## src/rtl/accum_seq_pkg.sv

```systemverilog
// accum_seq_pkg: shared types and defaults for the accumulate-job sequencer.
//   state_e         : controller states (IDLE, CLEAR, FEED, FINISH)
//   STATE_W         : state encoding width
//   DATA_W_DEF      : operand / sum width default
//   CNT_W_DEF       : job length field width default
//   TIMEOUT_CYC_DEF : idle cycles tolerated between operands (timeout build)
//   cnt_bits()      : counter width able to hold 0..limit
package accum_seq_pkg;

  localparam int unsigned DATA_W_DEF      = 8;
  localparam int unsigned CNT_W_DEF       = 4;
  localparam int unsigned TIMEOUT_CYC_DEF = 255;
  localparam int unsigned STATE_W         = 2;

  typedef enum logic [STATE_W-1:0] {
    IDLE   = 2'd0,
    CLEAR  = 2'd1,
    FEED   = 2'd2,
    FINISH = 2'd3
  } state_e;

  // Width of a counter that must reach 'limit' (at least one bit).
  function automatic int unsigned cnt_bits(input int unsigned limit);
    return (limit < 2) ? 1 : $clog2(limit + 1);
  endfunction

endpackage

```

## src/rtl/accum_seq_if.sv

```systemverilog
// accum_seq_if: operand valid/ready stream feeding the sequencer.
//   op_valid : source has an operand
//   op_data  : operand value
//   op_ready : sequencer accepts the operand this cycle
// Modports: master = operand source, slave = sequencer.
interface accum_seq_if #(
  parameter int unsigned DATA_W = 8
);

  logic              op_valid;
  logic [DATA_W-1:0] op_data;
  logic              op_ready;

  modport master (
    output op_valid,
    output op_data,
    input  op_ready
  );

  modport slave (
    input  op_valid,
    input  op_data,
    output op_ready
  );

endinterface

```

## src/rtl/accum_seq_timer.sv

```systemverilog
// accum_seq_timer: loadable idle-cycle counter used to abort a stalled job.
//   clock, reset : rising-edge clock, async active-high reset
//   clr          : reload the counter to zero (entering FEED or on handshake)
//   inc          : count one idle cycle (while in FEED)
//   expired_c    : this idle cycle makes the count reach LIMIT
module accum_seq_timer
  import accum_seq_pkg::*;
#(
  parameter int unsigned LIMIT = TIMEOUT_CYC_DEF
) (
  input  logic clock,
  input  logic reset,
  input  logic clr,
  input  logic inc,
  output logic expired_c
);

  localparam int unsigned W = cnt_bits(LIMIT);

  logic [W-1:0] cnt;

  // Saturating idle counter; clr has priority over inc.
  always_ff @(posedge clock or posedge reset) begin
    if (reset) begin
      cnt <= '0;
    end else if (clr) begin
      cnt <= '0;
    end else if (inc && (cnt != W'(LIMIT))) begin
      cnt <= cnt + W'(1);
    end
  end

  // Flag the cycle whose closing edge would bring the count to LIMIT.
  assign expired_c = inc && (cnt == W'(LIMIT - 1));

endmodule

```

## src/rtl/accum_sequencer.sv

```systemverilog
// accum_sequencer: steps an external accumulator datapath through one job
// (clear, then N operand additions) and reports the final sum with sticky
// carry / signed-overflow flags and a one-cycle done pulse.
//   clock, reset   : rising-edge clock, async active-high reset
//   start, count   : job request and operand count (sampled in IDLE only)
//   op             : operand stream (accum_seq_if.slave)
//   acc_clr        : clear the datapath (one cycle, CLEAR state)
//   acc_en         : datapath adds acc_operand at this edge (handshake)
//   acc_operand    : operand to datapath (follows op_data)
//   acc_sum        : datapath registered sum
//   acc_cout/ovf   : datapath combinational carry / overflow of sum+operand
//   busy           : controller not idle
//   done           : one-cycle job-complete pulse
//   result         : final sum, held until next done
//   carry_sticky   : OR of acc_cout over the job's adds
//   ovf_sticky     : OR of acc_ovf over the job's adds
//   remaining      : operands still to accept
//   timeout        : (ACCUM_SEQ_TIMEOUT_EN only) pulses with done on abort
// Optional feature macro: ACCUM_SEQ_TIMEOUT_EN (idle timeout in FEED).
module accum_sequencer
  import accum_seq_pkg::*;
#(
  parameter int unsigned DATA_W      = DATA_W_DEF,
  parameter int unsigned CNT_W       = CNT_W_DEF
`ifdef ACCUM_SEQ_TIMEOUT_EN
  ,
  parameter int unsigned TIMEOUT_CYC = TIMEOUT_CYC_DEF
`endif
) (
  input  logic              clock,
  input  logic              reset,
  input  logic              start,
  input  logic [CNT_W-1:0]  count,
  accum_seq_if.slave        op,
  output logic              acc_clr,
  output logic              acc_en,
  output logic [DATA_W-1:0] acc_operand,
  input  logic [DATA_W-1:0] acc_sum,
  input  logic              acc_cout,
  input  logic              acc_ovf,
  output logic              busy,
  output logic              done,
  output logic [DATA_W-1:0] result,
  output logic              carry_sticky,
  output logic              ovf_sticky,
  output logic [CNT_W-1:0]  remaining
`ifdef ACCUM_SEQ_TIMEOUT_EN
  ,
  output logic              timeout
`endif
);

  state_e state;
  logic   carry_int;
  logic   ovf_int;
  logic   hs_c;

  // op_ready is only ever high in FEED, so a handshake implies FEED.
  assign hs_c        = op.op_valid && op.op_ready;
  assign acc_en      = hs_c;
  assign acc_operand = op.op_data;

`ifdef ACCUM_SEQ_TIMEOUT_EN
  logic expired_c;

  // Idle counter restarts when FEED is entered (armed in CLEAR) and on every accepted operand.
  accum_seq_timer #(
    .LIMIT (TIMEOUT_CYC)
  ) u_timer (
    .clock     (clock),
    .reset     (reset),
    .clr       ((state == CLEAR) || hs_c),
    .inc       (state == FEED),
    .expired_c (expired_c)
  );
`endif

  // Controller: state plus all registered outputs.
  always_ff @(posedge clock or posedge reset) begin
    if (reset) begin
      state        <= IDLE;
      op.op_ready  <= 1'b0;
      acc_clr      <= 1'b0;
      busy         <= 1'b0;
      done         <= 1'b0;
      result       <= '0;
      carry_sticky <= 1'b0;
      ovf_sticky   <= 1'b0;
      remaining    <= '0;
      carry_int    <= 1'b0;
      ovf_int      <= 1'b0;
`ifdef ACCUM_SEQ_TIMEOUT_EN
      timeout      <= 1'b0;
`endif
    end else begin
      acc_clr <= 1'b0;
      done    <= 1'b0;
`ifdef ACCUM_SEQ_TIMEOUT_EN
      timeout <= 1'b0;
`endif
      case (state)
        IDLE: begin
          if (start) begin
            remaining <= count;
            carry_int <= 1'b0;
            ovf_int   <= 1'b0;
            busy      <= 1'b1;
            acc_clr   <= 1'b1;
            state     <= CLEAR;
          end
        end

        CLEAR: begin
          if (remaining != '0) begin
            op.op_ready <= 1'b1;
            state       <= FEED;
          end else begin
            state <= FINISH;
          end
        end

        FEED: begin
          if (hs_c) begin
            remaining <= remaining - CNT_W'(1);
            carry_int <= carry_int | acc_cout;
            ovf_int   <= ovf_int | acc_ovf;
            if (remaining == CNT_W'(1)) begin
              op.op_ready <= 1'b0;
              state       <= FINISH;
            end
          end
`ifdef ACCUM_SEQ_TIMEOUT_EN
          // Stalled job: report what has been summed so far, keep remaining.
          else if (expired_c && !op.op_valid) begin
            result       <= acc_sum;
            carry_sticky <= carry_int;
            ovf_sticky   <= ovf_int;
            done         <= 1'b1;
            timeout      <= 1'b1;
            busy         <= 1'b0;
            op.op_ready  <= 1'b0;
            state        <= IDLE;
          end
`endif
        end

        FINISH: begin
          // The last add has landed in acc_sum by now.
          result       <= acc_sum;
          carry_sticky <= carry_int;
          ovf_sticky   <= ovf_int;
          done         <= 1'b1;
          busy         <= 1'b0;
          state        <= IDLE;
        end

        default: begin
          state <= IDLE;
        end
      endcase
    end
  end

endmodule
```

## src/flat_wrapper.sv

```systemverilog
// flat-port wrapper written by rule: the top's interface ports become plain ports
module accum_sequencer_flat import accum_seq_pkg::*;
#(
  parameter int unsigned DATA_W      = DATA_W_DEF,
  parameter int unsigned CNT_W       = CNT_W_DEF

)
  (clock, reset, start, count, acc_clr, acc_en, acc_operand, acc_sum, acc_cout, acc_ovf, busy, done, result, carry_sticky, ovf_sticky, remaining, op_op_valid, op_op_data, op_op_ready);
  accum_seq_if #(.DATA_W(DATA_W)) op_i ();
  input  logic clock;
  input  logic reset;
  input  logic start;
  input  logic [CNT_W-1:0] count;
  output logic acc_clr;
  output logic acc_en;
  output logic [DATA_W-1:0] acc_operand;
  input  logic [DATA_W-1:0] acc_sum;
  input  logic acc_cout;
  input  logic acc_ovf;
  output logic busy;
  output logic done;
  output logic [DATA_W-1:0] result;
  output logic carry_sticky;
  output logic ovf_sticky;
  output logic [CNT_W-1:0] remaining;
  input wire logic [$bits(op_i.op_valid)-1:0] op_op_valid;
  input wire logic [$bits(op_i.op_data)-1:0] op_op_data;
  output wire logic [$bits(op_i.op_ready)-1:0] op_op_ready;
  assign op_i.op_valid = op_op_valid;
  assign op_i.op_data = op_op_data;
  assign op_op_ready = op_i.op_ready;
  accum_sequencer #(.DATA_W(DATA_W), .CNT_W(CNT_W)) u_core (.clock(clock), .reset(reset), .start(start), .count(count), .op(op_i), .acc_clr(acc_clr), .acc_en(acc_en), .acc_operand(acc_operand), .acc_sum(acc_sum), .acc_cout(acc_cout), .acc_ovf(acc_ovf), .busy(busy), .done(done), .result(result), .carry_sticky(carry_sticky), .ovf_sticky(ovf_sticky), .remaining(remaining));
endmodule
```

## config.mk

```make
export PLATFORM = sky130hd
export DESIGN_NAME = accum_sequencer_flat
export DESIGN_NICKNAME = d
export VERILOG_FILES = /design/src/rtl/accum_seq_pkg.sv /design/src/rtl/accum_seq_if.sv /design/src/rtl/accum_seq_timer.sv /design/src/rtl/accum_sequencer.sv /design/src/flat_wrapper.sv
export SDC_FILE = /design/constraint.sdc
export NUM_CORES = 1
export LEC_CHECK = 0
export CAP_MARGIN = 40
export CORE_ASPECT_RATIO = 2
export CORE_UTILIZATION = 42
export CTS_BUF_LIST = sky130_fd_sc_hd__clkbuf_2 sky130_fd_sc_hd__clkbuf_4 sky130_fd_sc_hd__clkbuf_8
export CTS_CLUSTER_DIAMETER = 50
export DETAILED_ROUTE_END_ITERATION = 8
export HOLD_SLACK_MARGIN = 0.12
export PLACE_DENSITY = 0.81
export SYNTH_ARGS = -nofsm -noshare
export SYNTH_HDL_FRONTEND = slang
export SYNTH_SLANG_ARGS = --single-unit
```

## constraint.sdc

```tcl
create_clock -name clock -period 2.17 [get_ports clock]
set_input_delay 0.3255 -clock clock [delete_from_list [all_inputs] [get_ports clock]]
set_output_delay 0.3255 -clock clock [all_outputs]
set_load 0.05 [all_outputs]
```

==> impl_metrics.yaml <==
run_status:
  status: "finished clean"
setup_path:
  critPathLaunchType: "flip-flop"
  cp.required_ps: 1840
  crit_fanout: 5
  path_class: "flip-flop to primary output"
  cpPeakStageDelay_ps: 850
  critPathBufInv: 1
  slowest_stage: "clkdlybuf4s50_1"
  timing.critical_path.arrival_ps: 1580
  rrSetupSlack_ps: 380
  cp_top_family: "buffers and inverters"
  path_cells: "clkdlybuf4s50_1"
  crit_path_end_kind: "primary output"
clocking:
  cts.path.max_buffers: 2
  cts_root_buf: "clkbuf_8"
  cts_tree: "built"
  worstSkewPairLatency_ps: 260
  cts-resized-gates: 0
  cts_hold_buf: 0
  clk_pin_slew_ps: 80
  htree_levels: 1
  cts_made_buffers: 3
  post_cts_buffers: 0
  cts.sink_count: 22
synthesis:
  ys_ff_latch: 22
  avgSynthCellArea_um2: 11.3
  syn_nets: 134
  yosysUniqueCellTypes: 29
  ys_seq_area_share_pct: 48.0
  yosys_warnings: 0
  netlist_area_mm2: 0.00115
  synth_cells: 101
sta:
  max_freq_mhz: 524
  fin_crit_ps: 1910
  finalSetupTns_ps: 0
  grt_setup_unrepaired: "false"
  clock-skew-final_ps: 4.43
  slew_viol_final: 0
  tightest_slew_ps: 511
  slew_headroom_pct: 66.0
  period_share_pct: 87.9
  hold_viol: 0
  setup_viol: 0
global_route:
  antenna_found_initial: 0
  grt_pass1_vias: 835
  grt_max_degree: 23
  grt_pass1_wl_mm: 3.53
  grt-ovfl-total: 0
  grt_usage_pct: 17.0
die:
  io_pins: 53
  rows: 26
  start_util_pct: 44.6
  core_area_mm2: 0.00257
  dieArea_mm2: 0.00295
  die_h_um: 75.9
  die_w_um: 38.9
power:
  power_leakage_nw: 0.675
  p_sw_share_pct: 46.6
  power_switching_mw: 1.37
  power.internal_mw: 1.57
  p_total_mw: 2.94
  powerDensity_mw_per_mm2: 1870
  power_frac_seq_pct: 26.7
  power.share.clock_pct: 12.7
  p_comb_share_pct: 60.6
  peakVddDrop_uv: 1020
placed_design:
  dp_hpwl_mm: 1.76
  routabilityCongestion: 0.750
  port-buffer-count: 36
drt:
  drc: 0
  drt_pre_antenna_iters: 3
  wirelength_mm: 2.23
  antenna_left: 0
  drt_iter0_drc: 8
  routedWlPerCell_um: 13.9
  vias_per_cell: 5.16
  vias: 830
final_layout:
  layout-drive-gt1-share_pct: 16.5
  synthToLayoutAreaGrowth_pct: 37.0
  nets: 167
  diodes: 0
hold_path:
  hold_path_class: "input port to asynchronous set/reset pin"
run:
  cap_violations: 0
layer usage:
metal / vias to the layer above / part of all wire (%) / GRT usage [%] / wire, µm
li1: 400 / - / - / -
met1: 390 / 38 / 18.7 / 846
met2: 32 / 55 / 29.6 / 1220
met3: 8 / 4.3 / 2.04 / 96
met4: 0 / 3.0 / 9.96 / 68
met5: - / 0 / 0 / 0
cell type report:
| type | instances | area [µm²] |
|---|---|---|
| fillers | 213 | 1000 |
| flip-flops and latches | 22 | 551 |
| multi-input cells | 60 | 494 |
| repair buffers | 38 | 385 |
| clock buffers | 3 | 41.3 |
| well taps | 28 | 35.0 |
| inverters | 9 | 33.8 |
| clock inverters | 1 | 30.0 |
placed cells by master (no fill, tap or decap), drive strengths merged, types with 3 or more instances in the layout:
cell type       n
nand3           3
nand2           4
a21oi           4
inv             9
clkdlybuf4s50  35
clkbuf          3
buf             3
mux2           10
o21ai           7
ha              7
dfrtp          22
a21boi          3
nor2            5
cells by family after synthesis:
group           share of synthesized area (%)
flops                                    48.0
buf+inv                                  8.84
mux                                      11.6
simple gates                             11.5
compound gates                           12.4
fa+ha+maj                                7.64
cell usage after synthesis (all sizes together):
cell type	number	area share (%)
nor2	5	1.6
mux2i	2	1.7
ha	7	7.6
inv	9	2.9
o21ai	7	3.1
mux2	10	9.8
nand2	4	1.3
a2bb2oi	1	0.76
nand2b	1	0.55
a31o	1	0.76
buf	8	5.2
nor3	1	1.4
and2	2	1.1
nor4	1	0.55
clkbuf	2	0.66
or3b	1	0.98
o311ai	1	0.76
nand3b	1	0.66
o211ai	1	0.66
a21boi	3	2.9
a211oi	1	1.7
and4b	1	0.87
a21oi	4	1.7
nor2b	2	1.1
dfrtp	22	48
nand3	3	1.3
sequential cells by signal, indices dropped and copies added (netlist names):
register	flops
u_core.busy	1
u_core.result	8
u_core.acc_clr	1
u_core.op.op_ready	1
u_core.carry_sticky	1
u_core.remaining	4
u_core.done	1
u_core.carry_int	1
u_core.ovf_sticky	1
u_core.ovf_int	1
u_core.state	2
path summary, 6_finish.rpt:
check	start	endpoint	cells after the start
max	u_core.op.op_ready	op_op_ready	1
min	reset	u_core.ovf_int	3
max reg2reg	u_core.state[0]	u_core.remaining[2]	6
min reg2reg	u_core.result[4]	u_core.result[4]	1
max in group asynchronous	reset	u_core.result[0]	3
min in group clock	u_core.result[4]	u_core.result[4]	1
per-stage QoR:
| step | hold WS [ps] | util [%] | std cells | instance area [µm²] | setup slack, ps |
|---|---|---|---|---|---|
| 6_report | 393 | 61.1 | 161 | 1570 | 263 |
| 4_1_cts | 399 | 61.1 | 161 | 1570 | 263 |
| 3_5_place_dp | 499 | 58.3 | 157 | 1500 | 316 |
| 2_1_floorplan | 315 | - | 101 | 1150 | 291 |
| 3_3_place_gp | 482 | 58.3 | 157 | 1500 | 403 |
| 5_1_grt | 422 | 61.1 | 161 | 1570 | 227 |
power by group through the flow:
stage	clock network [mW]	registers, mW	logic, mW
5_1_grt	0.401	0.810	1.91
4_1_cts	0.384	0.784	1.80
3_3_place_gp	0	0.773	1.73
3_5_place_dp	0	0.792	1.80
6_report	0.373	0.783	1.78
2_1_floorplan	0	1.34	0.709
(Power assumes the default switching activity.)
